[src/rtl/l2_trigger_sequencer_if.sv]
// Handshake bundle for l2_trigger_sequencer: event input side and result output side.
// master = event source / result sink, slave = the sequencer.
interface l2_trigger_sequencer_if;
    logic               in_valid;
    logic               in_ready;
    logic signed [15:0] n1;
    logic signed [15:0] n2;
    logic signed [15:0] n3;
    logic               out_valid;
    logic               out_ready;
    logic               trigger;
    logic signed [31:0] score;
    logic [15:0]        trig_count;

    modport master (
        output in_valid, n1, n2, n3, out_ready,
        input  in_ready, out_valid, trigger, score, trig_count
    );

    modport slave (
        input  in_valid, n1, n2, n3, out_ready,
        output in_ready, out_valid, trigger, score, trig_count
    );
endinterface

[src/rtl/l2_trigger_sequencer.sv]
// Serial L2 output layer: score = sum((n_i*w_i)>>>7) + b on one shared 16x8 multiplier,
// thresholded and presented on valid/ready. Macro L2_DEADTIME_EN adds post-trigger deadtime.
//
// state | meaning
// IDLE  | ready for an event (in_ready=1)
// MAC   | three multiply-accumulate steps, one neuron per cycle
// OUT   | result held on out_valid until consumed
// DEAD  | readout busy after a consumed trigger (L2_DEADTIME_EN only)
module l2_trigger_sequencer #(
    parameter logic signed [31:0] THRESH   = 32'sd0,
    parameter int                 DEADTIME = 4,
    parameter logic signed [7:0]  L2_W1    = 8'sd50,
    parameter logic signed [7:0]  L2_W2    = -8'sd30,
    parameter logic signed [7:0]  L2_W3    = 8'sd17,
    parameter logic signed [7:0]  L2_B     = -8'sd5
) (
    input  logic                    clk,
    input  logic                    rst_n,
    l2_trigger_sequencer_if.slave   l2_if
);

    typedef enum logic [1:0] {
        S_IDLE,
        S_MAC,
        S_OUT
`ifdef L2_DEADTIME_EN
        , S_DEAD
`endif
    } state_t;

    if (DEADTIME < 0 || DEADTIME > 255) begin : g_bad_deadtime
        $error("l2_trigger_sequencer: DEADTIME must be within 0..255");
    end

    state_t             state_q;
    logic [1:0]         step_q;
    logic signed [15:0] n1_q, n2_q, n3_q;
    logic signed [31:0] acc_q;
    logic signed [31:0] acc_d;
    logic signed [31:0] score_q;
    logic               trigger_q;
    logic               out_valid_q;
    logic [15:0]        trig_cnt_q;
`ifdef L2_DEADTIME_EN
    logic [7:0]         dead_q;
`endif

    logic signed [15:0] n_sel;
    logic signed [7:0]  w_sel;
    logic signed [23:0] prod;

    // Operand mux for the single multiplier; shift floors each term before the add.
    always_comb begin
        n_sel = n3_q;
        w_sel = L2_W3;
        case (step_q)
            2'd0: begin
                n_sel = n1_q;
                w_sel = L2_W1;
            end
            2'd1: begin
                n_sel = n2_q;
                w_sel = L2_W2;
            end
            default: begin
                n_sel = n3_q;
                w_sel = L2_W3;
            end
        endcase
        prod  = 24'(n_sel) * 24'(w_sel);
        acc_d = acc_q + 32'(prod >>> 7);
    end

    always_ff @(posedge clk or negedge rst_n) begin
        if (!rst_n) begin
            state_q     <= S_IDLE;
            step_q      <= 2'd0;
            n1_q        <= '0;
            n2_q        <= '0;
            n3_q        <= '0;
            acc_q       <= '0;
            score_q     <= '0;
            trigger_q   <= 1'b0;
            out_valid_q <= 1'b0;
            trig_cnt_q  <= '0;
`ifdef L2_DEADTIME_EN
            dead_q      <= '0;
`endif
        end else begin
            case (state_q)
                S_IDLE: begin
                    if (l2_if.in_valid) begin
                        n1_q    <= l2_if.n1;
                        n2_q    <= l2_if.n2;
                        n3_q    <= l2_if.n3;
                        acc_q   <= 32'(L2_B);
                        step_q  <= 2'd0;
                        state_q <= S_MAC;
                    end
                end
                S_MAC: begin
                    acc_q <= acc_d;
                    if (step_q == 2'd2) begin
                        score_q     <= acc_d;
                        trigger_q   <= (acc_d > THRESH);
                        out_valid_q <= 1'b1;
                        step_q      <= 2'd0;
                        state_q     <= S_OUT;
                    end else begin
                        step_q <= step_q + 2'd1;
                    end
                end
                S_OUT: begin
                    if (l2_if.out_ready) begin
                        out_valid_q <= 1'b0;
                        if (trigger_q && (trig_cnt_q != 16'hFFFF)) begin
                            trig_cnt_q <= trig_cnt_q + 16'd1;
                        end
`ifdef L2_DEADTIME_EN
                        if (trigger_q && (DEADTIME > 0)) begin
                            dead_q  <= 8'(DEADTIME);
                            state_q <= S_DEAD;
                        end else begin
                            state_q <= S_IDLE;
                        end
`else
                        state_q <= S_IDLE;
`endif
                    end
                end
`ifdef L2_DEADTIME_EN
                S_DEAD: begin
                    dead_q <= dead_q - 8'd1;
                    if (dead_q == 8'd1) begin
                        state_q <= S_IDLE;
                    end
                end
`endif
                default: state_q <= S_IDLE;
            endcase
        end
    end

    assign l2_if.in_ready   = (state_q == S_IDLE);
    assign l2_if.out_valid  = out_valid_q;
    assign l2_if.trigger    = trigger_q;
    assign l2_if.score      = score_q;
    assign l2_if.trig_count = trig_cnt_q;

endmodule

[src/flat_wrapper.sv]
// flat-port wrapper written by rule: the top's interface ports become plain ports
module l2_trigger_sequencer_flat 
#(
    parameter logic signed [31:0] THRESH   = 32'sd0,
    parameter int                 DEADTIME = 4,
    parameter logic signed [7:0]  L2_W1    = 8'sd50,
    parameter logic signed [7:0]  L2_W2    = -8'sd30,
    parameter logic signed [7:0]  L2_W3    = 8'sd17,
    parameter logic signed [7:0]  L2_B     = -8'sd5
)
  (clk, rst_n, l2_if_in_valid, l2_if_n1, l2_if_n2, l2_if_n3, l2_if_out_ready, l2_if_in_ready, l2_if_out_valid, l2_if_trigger, l2_if_score, l2_if_trig_count);
  l2_trigger_sequencer_if l2_if_i ();
  input  logic clk;
  input  logic rst_n;
  input wire logic [$bits(l2_if_i.in_valid)-1:0] l2_if_in_valid;
  input wire logic [$bits(l2_if_i.n1)-1:0] l2_if_n1;
  input wire logic [$bits(l2_if_i.n2)-1:0] l2_if_n2;
  input wire logic [$bits(l2_if_i.n3)-1:0] l2_if_n3;
  input wire logic [$bits(l2_if_i.out_ready)-1:0] l2_if_out_ready;
  output wire logic [$bits(l2_if_i.in_ready)-1:0] l2_if_in_ready;
  output wire logic [$bits(l2_if_i.out_valid)-1:0] l2_if_out_valid;
  output wire logic [$bits(l2_if_i.trigger)-1:0] l2_if_trigger;
  output wire logic [$bits(l2_if_i.score)-1:0] l2_if_score;
  output wire logic [$bits(l2_if_i.trig_count)-1:0] l2_if_trig_count;
  assign l2_if_i.in_valid = l2_if_in_valid;
  assign l2_if_i.n1 = l2_if_n1;
  assign l2_if_i.n2 = l2_if_n2;
  assign l2_if_i.n3 = l2_if_n3;
  assign l2_if_i.out_ready = l2_if_out_ready;
  assign l2_if_in_ready = l2_if_i.in_ready;
  assign l2_if_out_valid = l2_if_i.out_valid;
  assign l2_if_trigger = l2_if_i.trigger;
  assign l2_if_score = l2_if_i.score;
  assign l2_if_trig_count = l2_if_i.trig_count;
  l2_trigger_sequencer #(.THRESH(THRESH), .DEADTIME(DEADTIME), .L2_W1(L2_W1), .L2_W2(L2_W2), .L2_W3(L2_W3), .L2_B(L2_B)) u_core (.clk(clk), .rst_n(rst_n), .l2_if(l2_if_i));
endmodule
[config.mk]
export PLATFORM = sky130hd
export DESIGN_NAME = l2_trigger_sequencer_flat
export DESIGN_NICKNAME = d
export VERILOG_FILES = /design/src/rtl/l2_trigger_sequencer_if.sv /design/src/rtl/l2_trigger_sequencer.sv /design/src/flat_wrapper.sv
export SDC_FILE = /design/constraint.sdc
export NUM_CORES = 1
export LEC_CHECK = 0
export CAP_MARGIN = 20
export CORE_MARGIN = 2
export CORE_UTILIZATION = 30
export CTS_CLUSTER_SIZE = 28
export DETAILED_ROUTE_END_ITERATION = 8
export SLEW_MARGIN = 15
export SYNTH_ARGS = -nofsm -noshare
export SYNTH_HDL_FRONTEND = slang
export SYNTH_SLANG_ARGS = --single-unit
[constraint.sdc]
create_clock -name clk -period 7.9 [get_ports clk]
set_input_delay 1.58 -clock clk [delete_from_list [all_inputs] [get_ports clk]]
set_output_delay 1.58 -clock clk [all_outputs]
set_load 0.02 [all_outputs]
==> results of run 1 <==
==> cells by family (layout without fill, tap and decap cells) <==
family	after synthesis	count (layout)	share of synthesized area, %
buffers and inverters	148	271	5.50
multiplexers	63	63	6.85
AO/OA/AOI/OAI	238	238	14.7
XOR/XNOR	58	58	5.11
AND/OR/NAND/NOR	261	261	12.4
adder cells (fa/ha/maj)	139	139	22.2
other	2	18	0.0744
flip-flops	134	134	33.2
==> timing repair <==
| action | 4_1_cts | 5_1_grt |
|---|---|---|
| endpoints found under the hold margin | 0 | 0 |
| setup endpoints to repair | 1 | 11 |
| buffers inserted | 0 | 5 |
| pin swaps | 0 | 8 |
| gates resized for setup | 1 | 26 |
| hold buffers | 0 | 0 |
==> flip-flops by register name (all words and copies together) (netlist names) <==
signal	count
u_core.n2_q	16
u_core.step_q	2
u_core.n3_q	16
u_core.l2_if.trig_count	16
u_core.l2_if.out_valid	1
u_core.state_q	2
u_core.l2_if.score	32
u_core.n1_q	16
u_core.acc_q	32
u_core.l2_if.trigger	1
==> metrics by stage <==
| step | hold WS, ns | TNS, ns | instances |
|---|---|---|---|
| finish | 0.472 | 0 | 1630 |
| global route | 0.498 | -0.00927 | 1630 |
| CTS | 0.481 | 0 | 1625 |
| detailed placement | 0.467 | -0.0660 | 1596 |
| global placement | 0.459 | 0 | 1596 |
| floorplan | 0.481 | 0 | 1059 |
==> worst paths after layout <==
check	slack, ns	endpoint	start	depth (start not counted)
max in group asynchronous	5.41	u_core.l2_if.score[10]	rst_n	2
max reg2reg	0.43	u_core.l2_if.trigger	u_core.step_q[0]	29
min reg2reg	0.47	u_core.l2_if.score[6]	u_core.l2_if.score[6]	2
min in group asynchronous	1.16	u_core.n3_q[2]	rst_n	1
min	0.47	u_core.l2_if.score[6]	u_core.l2_if.score[6]	2
max	0.43	u_core.l2_if.trigger	u_core.step_q[0]	29
==> layout make-up <==
| cell class | count | area, µm² | share of cell area, % |
|---|---|---|---|
| flip-flops and latches | 134 | 3350 | 26.8 |
| clock buffers | 20 | 447 | 3.57 |
| multi-input cells | 777 | 6340 | 50.6 |
| inverters | 107 | 402 | 3.21 |
| clock inverters | 9 | 130 | 1.04 |
| well taps | 448 | 561 | 4.48 |
| repair buffers | 135 | 1290 | 10.3 |
==> cell usage in the layout, fill, tap and decap left out, types with 35 or more instances in the layout <==
| master | instances |
|---|---|
| clkdlybuf4s50_1 | 101 |
| o21ai_0 | 111 |
| a21oi_1 | 35 |
| mux2_2 | 49 |
| ha_1 | 72 |
| inv_1 | 106 |
| dfrtp_1 | 133 |
| xnor2_1 | 38 |
| nor2_1 | 58 |
| nand2_1 | 87 |
| fa_1 | 67 |
==> worst reg2reg max path: cells and delay by family (launching register included) <==
family	cells	cell delay [ns]
multiplexers	1	0.24
AO/OA/AOI/OAI	9	1.45
AND/OR/NAND/NOR	9	2.24
XOR/XNOR	1	0.21
adder cells (fa/ha/maj)	6	2.56
flip-flops	1	0.41
buffers and inverters	3	0.26
==> metal layers <==
layer	routed length, µm	share of wire (%)
met5	0	0
met2	10300	44
met1	11700	50
met4	318	1.4
met3	1030	4.4
==> out/metrics.cfg, run 1 <==
[timing]
fin_crit_ns = 7.47
timing.final.crit_share_pct = 94.6
hold_viol = 0
finalSetupViolCount = 0
fin_skew_ns = 0.0133
fmax_mhz = 134
fin_ws_ns = 0.429
maxSlewHeadroom_pct = 33.4
worstMarginPinSlew_ns = 0.999
slew_violations = 0

[floorplanning]
start_util_pct = 30.3
dieArea_um2 = 35100
dieHeight_um = 187
rows = 67
pin_count = 103
die_w_um = 187
core_um2 = 33400

[global_routing]
grt_pass1_wl_um = 39400
grt.busiest_layer = met2
grt_use_total_pct = 13.9
grtUsageMet1_pct = 19.6
grt_pass1_vias = 7762
grt_max_degree = 85
grt_antenna_before_repair = 0
grt_overflow_total = 0
met3_usage_pct = 2.91
met2_usage_pct = 21.6

[drt]
via_per_inst = 4.68
drt_pass1_iterations = 5
drtIter0Drc = 411
vias = 7627
ant_nets = 0
finalWirelength_um = 23400
detail_route.wl_per_cell_um = 14.4
drc = 0

[layout]
drive_gt1_share_pct = 12.1
nNetsFinal = 1363
fin_area_um2 = 12500
final_core_util_pct = 37.5
n_antenna_cell = 0
fillers = 3364
synthToLayoutAreaGrowth_pct = 24.0

[yosys]
synth.distinct_cells = 66
yosys-top-cells-count = dfrtp_1, o21ai_0, inv_1
avgSynthCellArea_um2 = 9.68
synth_edf_count = 0
synth-async-reset-ratio_pct = 100
synth_area_leader_cell = dfrtp_1
synth_flop_cell = dfrtp_1
synthCells = 1043
synth_seq_cells = 134
ys.warnings.count = 0
seq_area_frac_synth_pct = 33.2
synthTopCellsByArea = dfrtp_1, fa_1, ha_1, o21ai_0, mux2_2
yosysMostFrequentCell = dfrtp_1
syn-cell-area_um2 = 10100
yosys.area.top_type_share_pct = 33.2

[setup_path]
critical_path.max_fanout = 8
slowest_stage = fa_1
cp_top_family = adder cells
cpPeakStageDelay_ns = 0.57
arrival_ns = 7.77
startpoint_type = register
worstPathBufferInverterCount = 3
cpMostUsedCell = fa_1
critical_path_class = register to register
required_ns = 8.20
cp-end-kind = register

[hold_path]
hold_class = register to register

[placement]
dp_worst_setup_slack_ns = -0.0660
dp_hpwl_um = 17600
place_area_um2 = 11800
gp_routability_congestion = 0.863
io_buffers = 102

[clock_tree]
clk_pin_slew_ns = 0.06
ctsRootBufferMaster = clkbuf_16
cts_tree = built
clock_latency_ns = 0.43
numCtsBuffers = 17
htree_levels = 4
clock-sinks = 134
clockBufferDepth = 2

[run]
max_cap_viol_count = 0

[outcome]
status = finished, final reports clean

Power of run 1 is not shown: default switching activity piles up to over one toggle a cycle in this logic, so the estimate is an artifact.
==> run 2: changes to the inputs <==
Settings changed: PLACE_DENSITY from default to 0.52.
==> run 2 against run 1 <==
- first-iteration DRC count grew 6.1%
- critical path depth is the same
- cell area is essentially flat
- hold slack gained 0.0014 ns
- via count shrank 2.3%
- sequential share of layout area is essentially flat
- global-route usage shrank 0.081 points
==> out/metrics.cfg, run 2 (same netlist as run 1, synthesis figures left out) <==
[hold_path]
holdPathStages = 2
min_to = u_core.l2_if.score[7]
hold_class = register to register
hp-start = u_core.l2_if.score[7]

[clock_tree]
cts_tree = built
clockBufferDepth = 2
numCtsBuffers = 17
clk_pin_slew_ns = 0.06
clock_latency_ns = 0.44
ctsRootBufferMaster = clkbuf_16
htree_levels = 4
clock-sinks = 134

[drt]
finalWirelength_um = 23200
drt_pass1_iterations = 4
drc = 0
ant_nets = 0
drtIter0Drc = 436
detail_route.wl_per_cell_um = 14.2
via_per_inst = 4.56
vias = 7451

[run]
max_cap_viol_count = 0

[setup_path]
slowest_stage = or4_4
cpPeakStageDelay_ns = 0.56
r2r_start = u_core.step_q[0]
crit_start = u_core.step_q[0]
cpMostUsedCell = fa_1
r2r_slack_ns = 0.39
critical_path_class = register to register
reg2reg_depth = 29
arrival_ns = 7.82
critical_path.max_fanout = 8
cp-end-kind = register
required_ns = 8.21
startpoint_type = register
regToRegEndpoint = u_core.l2_if.trigger

[layout]
nNetsFinal = 1367
layout_commonest_cell = dfrtp_1
synthToLayoutAreaGrowth_pct = 24.0
fin_area_um2 = 12500
drive_gt1_share_pct = 12.2
layout_common_cells = dfrtp_1, o21ai_0, inv_1
n_antenna_cell = 0

[global_routing]
grt_pass1_wl_um = 39000
grt_use_total_pct = 13.8
grt_max_degree = 72
grt_pass1_vias = 7599
grt_antenna_before_repair = 0
grt_overflow_total = 0

[floorplanning]
core_um2 = 33400
start_util_pct = 30.3
pin_count = 103
dieArea_um2 = 35100
dieHeight_um = 187
rows = 67
die_w_um = 187

[placement]
gp_routability_congestion = 0.845
io_buffers = 102
dp_hpwl_um = 17900
place_area_um2 = 11800

[timing]
fin_skew_ns = 0.0135
fin_crit_ns = 7.51
worstMarginPinSlew_ns = 0.831
fmax_mhz = 133
timing.final.crit_share_pct = 95.1
hold_viol = 0
finalSetupViolCount = 0
maxSlewHeadroom_pct = 44.6
slew_violations = 0

[outcome]
status = finished, final reports clean

[run 2: layer usage]
layer / track usage [%] / routed length, µm
met2: 21.6 / 10200
met3: 2.53 / 742
met4: 4.18 / 242
met1: 19.4 / 12000
met5: 0 / 0
[run 2: repair_timing]
action	4_1_cts	5_1_grt
gates resized for setup	1	23
hold buffers	0	0
endpoints found under the hold margin	0	0
pin swaps	2	8
setup endpoints to repair	1	13
buffers inserted	1	6
gates cloned	0	0
[run 2: cell type report]
cell class              instances  area [µm²]
clock buffers                  19         453
clock inverters                11         100
flip-flops and latches        134        3350
repair buffers                139        1320
well taps                     448         561
fillers                      3452       20800
multi-input cells             777        6330
inverters                     107         404
[run 2: worst max-delay path by stage]
stage,to,cells past startpoint,slack [ns]
global placement,u_core.l2_if.trigger,29,0.06
detailed placement,u_core.l2_if.trigger,29,-0.09
CTS,u_core.l2_if.trigger,29,0.01
global route,u_core.l2_if.trigger,29,-0.01
finish,u_core.l2_if.trigger,29,0.39
floorplan,u_core.l2_if.trigger,31,0.22
[run 2: worst max-delay path: cells and delay by family (launching register included)]
| kind | cells | cell delay, ns |
|---|---|---|
| adder cells (fa/ha/maj) | 6 | 2.59 |
| AND/OR/NAND/NOR | 9 | 2.29 |
| AO/OA/AOI/OAI | 9 | 1.41 |
| flip-flops | 1 | 0.40 |
| buffers and inverters | 3 | 0.25 |
| XOR/XNOR | 1 | 0.24 |
| multiplexers | 1 | 0.19 |
[run 2: stage by stage]
step	TNS (ns)	std cells	worst slack [ns]	util, %	hold WS [ns]
after floorplan	0	1059	0.217	-	0.481
after global placement	0	1598	0.0552	35.4	0.462
after detailed placement	-0.0885	1598	-0.0885	35.4	0.469
after CTS	0	1629	0.0115	37.1	0.482
after global routing	-0.0113	1635	-0.0113	37.5	0.495
final	0	1635	0.387	37.5	0.473
Power of run 2 is left out for the same reason.
==> edit 1: new RTL, settings of run 1 <==
Build with the macro `L2_DEADTIME_EN` defined.
--- a/src/rtl/l2_trigger_sequencer.sv
+++ b/src/rtl/l2_trigger_sequencer.sv
@@ -8,2 +8,4 @@
 // DEAD  | readout busy after a consumed trigger (L2_DEADTIME_EN only)
+`define L2_DEADTIME_EN
+
 module l2_trigger_sequencer #(
Check against the original RTL: not equivalent (Yosys sat finds a counterexample within 10 cycles, from zero or initial values and one cycle with rst_n low).
==> edit 1 against run 1 <==
Synthesized cell count grew 6.1%; worst setup slack lost 96 ps; final area grew 3.9%; highest routed layer unchanged; first-iteration DRC count grew 0.73%; sequential cell count grew 8; routed wire length grew 8.2%; area after synthesis grew 5.1%; critical path depth is the same; non-clock buffer count shrank 6.
Power is left out: the tool's default activity adds up to more than one toggle a clock period on the data nets, which glitch-free logic cannot reach.
==> edit 1: results (changes against run 1) <==
- The run finished with clean final reports.
- The fraction of registers with async set/reset was 100.0% (unchanged).
- The path with the worst hold slack has its endpoint at u_core.l2_if.score[17].
- The count of input and output buffers is 102 (unchanged).
- After synthesis, the cell types taking the most area are dfrtp_1 34%, fa_1 13%, ha_1 8.7%.
- The estimated wirelength of the detail-placed design is 19.12 mm (+8.4%).
- The worst-case setup slack after placement is 43.13 ps (+109.1 ps).
- By count the netlist is led by 142 x dfrtp_1, 111 x o21ai_0, 108 x inv_1.
- The antenna diode count is 0 (unchanged).
- The detailed-router iteration count before antenna repair came to 5 (unchanged).
- The critical-path maximum fanout came to 11 (+3).
- The combined global-route utilization of all metal layers is 14.08% (+0.21 points).
- The clock reaches the later pin of the worst-skew pair after 440 ps.
- The fraction of the yosys area taken by sequential cells is 33.51% (+0.29 points).
- In this run the worst hold path is classified as reg -> reg.
- The average cell area after synthesis came to 9.580 um^2 (-1.0%).
- The via density per instance is 4.773 (+2.0%).
- The number of DRC markers in iteration 0 was 414 (+0.73%).
- The per-cell routed wire length is 14.94 um (+4.1%).
- The deepest clock path buffer count is 2 (unchanged).
- The worst clock skew on the final layout is 16.88 ps (+3.593 ps).
- The count of unique library cells instantiated by Yosys came to 71 (+7.6%).
- The worst reg-to-reg path cell count is 29 (unchanged).
- The clock slew seen by the registers of the worst setup and hold paths is 80 ps (+20 ps).
- The H-tree depth is 4 (unchanged).
- The worst reg2reg path startpoint is u_core.step_q[1].
- In this run the most critical hold path is launched from u_core.l2_if.score[17].
- The number of nets in the layout is 1421 (+4.3%).
- The non-filler instance count after layout is 1695 (+4.0%).
- The number of fillers in the final layout is 3563 (+5.9%).
- The total number of yosys warnings was 0 (unchanged).
- The fraction of layout instances using a drive strength above 1 was 11.53% (-0.57 points).
- The slack of the worst reg-to-reg path is 330 ps (-100 ps).
- The cell type of the slowest stage on the worst timing path is fa_1.
- The worst register-to-register path ends at u_core.l2_if.trigger.
- The number of global-route vias before repair is 8018 (+3.3%).
- The tree is rooted in a clkbuf_16.
- The tightest slew margin relative to the limit came to 34.79% (+1.4 points).
- The global-route wire length before repair was 41.53 mm (+5.3%).
- By instance count, the leading cell after synthesis is dfrtp_1.
- The pin count of the biggest net entering global routing is 83 (-2.4%).
- The worst path arrival time is 7920 ps (+150 ps).
- The number of antenna violations at the first check in global routing is 0 (unchanged).
- The biggest cell delay along the critical path was 550 ps (-20 ps).
- The number of cells traversed by the worst hold path is 2 (unchanged).
- The global placer's final weighted congestion is 0.8821 (+2.2%).
- The clock buffer count from CTS is 17 (unchanged).
## edit 1: cell count changes after synthesis, moves of 5 or more
cell / before / now
nor2_1: 63 / 72
nor4_1: 1 / 6
a21o_1: 27 / 20
nand2_1: 88 / 104
dfrtp_1: 134 / 142
xor2_1: 18 / 25
nand3_1: 16 / 27
## edit 1: worst max-delay path by stage
stage | from | to | slack, ps | depth (start not counted)
floorplan | u_core.step_q[0] | u_core.l2_if.score[31] | 330 | 29
global placement | u_core.step_q[1] | u_core.l2_if.trigger | 200 | 28
detailed placement | u_core.step_q[1] | u_core.l2_if.trigger | 40 | 28
CTS | u_core.step_q[1] | u_core.l2_if.trigger | 10 | 28
global route | u_core.step_q[0] | u_core.l2_if.trigger | -90 | 29
finish | u_core.step_q[1] | u_core.l2_if.trigger | 330 | 29
## edit 1: logic make-up (layout without fill, tap and decap cells)
kind of cell | count (synthesis) | after routing | share of synthesized area (%)
fa+ha+maj | 141 | 141 | 21.38
xor+xnor | 61 | 61 | 5.167
compound gates | 244 | 244 | 14.33
flops | 142 | 142 | 33.51
buf+inv | 151 | 268 | 5.510
simple gates | 306 | 306 | 13.82
mux | 60 | 60 | 6.218
other cells | 2 | 18 | 0.07081
## edit 1: per-layer routing
layer  share of wire, %  global-route usage [%]  vias up
met5                  0                       0        -
met4                1.6                   4.404        0
met3                3.5                   2.412       25
met2                 45                   21.86      149
met1                 50                   19.96     3895
li1                   -                       -     4022
## edit 1: per-stage QoR
step,util (%),instance area (um^2),hold WS [ps]
floorplan,-,10670,471.6
finish,37.48,13010,476.2
global route,37.48,13010,499.8
CTS,36.85,12790,484.3
detailed placement,35.21,12220,469.7
global placement,35.21,12220,459.4
## edit 1: layout make-up
cell class                 instances  area share (%)
clock buffer                      19           3.327
clock inverter                    12           1.058
inverter                         108           3.116
multi-input combinational        830           51.12
sequential                       142           27.31
tap                              455           4.375
timing repair buffer             129           9.693
## edit 1: critical path: cells and delay by family, from the launching register on
kind,cells,cell delay (ps)
AND/OR/NAND/NOR,8,1620
buffers and inverters,5,560
flip-flops,1,380
AO/OA/AOI/OAI,9,1940
adder cells (fa/ha/maj),6,2680
XOR/XNOR,1,260
## edit 1: repair_timing
action,in CTS,in global routing
buffers inserted,0,7
endpoints found under the setup margin,1,9
gates resized for setup,0,26
pin swaps,1,7
==> edit 2: new RTL, settings of run 1 <==
Without the edit above. Re-encode `state_t` (3 states) as one-hot, 3 bits wide.
--- a/src/rtl/l2_trigger_sequencer.sv
+++ b/src/rtl/l2_trigger_sequencer.sv
@@ -21,6 +21,6 @@
 
-    typedef enum logic [1:0] {
-        S_IDLE,
-        S_MAC,
-        S_OUT
+    typedef enum logic [2:0] {
+        S_IDLE = 3'b001,
+        S_MAC  = 3'b010,
+        S_OUT  = 3'b100
 `ifdef L2_DEADTIME_EN
Check against the original RTL: same outputs for any inputs over 4 cycles, from zero or initial values and one cycle with rst_n low; so few cycles prove little.
==> edit 2 against run 1 <==
Sequential cell count is 1 higher; largest cell class unchanged; fmax is 0.53% higher; final area is 4.2% higher; worst setup slack better by 39 ps; critical endpoint unchanged; area after synthesis is 5.2% higher; non-clock buffer count is 8 lower; routed wire length is 7.9% higher.
Power is not shown: default switching activity piles up to over one toggle a cycle in this logic, so the estimate is an artifact.
==> edit 2: results (changes against run 1) <==
- The per-cell routed wire length is 15.03 um (+4.7%).
- The average cell area after synthesis is 9.700 um^2 (+0.22%).
- The biggest cell delay along the critical path is 550 ps (-20 ps).
- Sorting the synthesized cells by how often they occur yields 134 x dfrtp_1, 112 x inv_1, 111 x o21ai_0.
- The fraction of registers with async set/reset came to 100.0% (unchanged).
- The deepest clock path buffer count is 2 (unchanged).
- The non-filler instance count after layout is 1680 (+3.1%).
- The count of unique library cells instantiated by Yosys is 80 (+21%).
- The global placer's final weighted congestion is 0.8623 (about the same).
- The combined global-route utilization of all metal layers is 14.49% (+0.61 points).
- The number of DRC markers in iteration 0 is 345 (-16%).
- The flow ran to the end, and the final reports show no timing, DRC or antenna violations.
- The total instance count after detailed placement is 1641 (+2.8%).
- The estimated wirelength of the detail-placed design is 19.27 mm (+9.3%).
- The worst path arrival time is 7770 ps (about the same).
- The via density per instance came to 4.866 (+4.0%).
- The critical-path maximum fanout is 11 (+3).
- The number of nets in the layout was 1403 (+2.9%).
- The detailed-router iteration count before antenna repair is 5 (unchanged).
- By area the synthesized netlist is led by dfrtp_1 32%, fa_1 13%, ha_1 8.5%.
- The global-route met1 utilization was 20.01% (+0.44 points).
- The number of global-route vias before repair is 8131 (+4.8%).
- The met3 usage came to 2.942% (+0.034 points).
- The met2 track demand over resource is 22.77% (+1.2 points).
- The fraction of layout instances using a drive strength above 1 came to 13.22% (+1.1 points).
- The kind of cell with the highest combined delay along the critical path is adder cells.
- The pin count of the biggest net entering global routing is 87 (+2.4%).
- The global-route wire length before repair is 42.22 mm (+7.0%).
- The clock buffer count from CTS is 17 (unchanged).
- The tightest slew margin relative to the limit is 32.86% (-0.55 points).
- The worst clock skew on the final layout came to 16.98 ps (+3.695 ps).
- The placed cell area was 12250 um^2 (+3.7%).
- The fraction of the yosys area taken by sequential cells is 31.82% (-1.4 points).
- The insertion delay of the later-clocked pin in the worst-skew pair is 440 ps.
==> edit 2: cell types whose count changed in the layout (fill, tap and decap cells not counted), sizes merged, moves of 6 or more <==
cell	before	now
a2111oi	1	7
inv	107	115
nor3	13	19
o21a	3	9
xnor2	40	34
buf	34	26
a211oi	4	18
==> edit 2: path summary, 6_finish.rpt <==
| kind | startpoint | endpoint | slack, ps | cells after the start |
|---|---|---|---|---|
| setup / recovery | u_core.step_q[1] | u_core.l2_if.trigger | 470 | 27 |
| hold / removal | u_core.l2_if.score[23] | u_core.l2_if.score[23] | 480 | 2 |
| setup reg to reg | u_core.step_q[1] | u_core.l2_if.trigger | 470 | 27 |
| hold reg to reg | u_core.l2_if.score[23] | u_core.l2_if.score[23] | 480 | 2 |
| max in group asynchronous | rst_n | u_core.n2_q[12] | 5470 | 2 |
| min in group asynchronous | rst_n | u_core.l2_if.score[22] | 1200 | 1 |
==> edit 2: cell families after synthesis <==
logic type | count (synthesis) | share of synthesized area, %
flip-flops | 135 | 31.82
adder cells (fa/ha/maj) | 139 | 21.11
AND/OR/NAND/NOR | 275 | 12.82
AO/OA/AOI/OAI | 270 | 17.21
buffers and inverters | 157 | 5.831
other | 2 | 0.07071
XOR/XNOR | 50 | 4.194
multiplexers | 67 | 6.950
==> edit 2: stage by stage <==
stage,utilization [%],hold slack (ps),setup slack (ps)
after floorplan,-,481.1,293.9
after global placement,35.28,460.7,146.1
after detailed placement,35.28,469.6,21.44
after CTS,37.09,484.3,13.26
after global routing,37.58,505.4,1.726
final,37.58,475.8,468.3
==> edit 2: tightest hold or removal path, cell delays in order (launching register included) <==
cell and delay [ps]:
dfrtp_1 340, nand2_1 40, o21ai_0 60
==> edit 2: timing repair <==
action | in CTS | in global routing
resized for setup | 1 | 28
hold buffers | 0 | 0
pin swaps | 0 | 4
hold endpoints to repair | 0 | 0
endpoints found under the setup margin | 1 | 20
setup buffers | 0 | 7
==> edit 2: final cells by class <==
cell class / instances / area [um^2]
Tap cell: 455 / 569.3
Sequential cell: 135 / 3379
Fill cell: 3519 / 21670
Clock buffer: 18 / 429.2
Multi-Input combinational cell: 819 / 6812
Inverter: 112 / 420.4
Clock inverter: 14 / 200.2
Timing Repair Buffer: 127 / 1235
==> edit 2: metal layers <==
layer | share of wire, % | vias up
met1 | 49 | 4024
met4 | 1.8 | 0
met2 | 46 | 124
met5 | 0 | -
met3 | 3.2 | 25
li1 | - | 4002
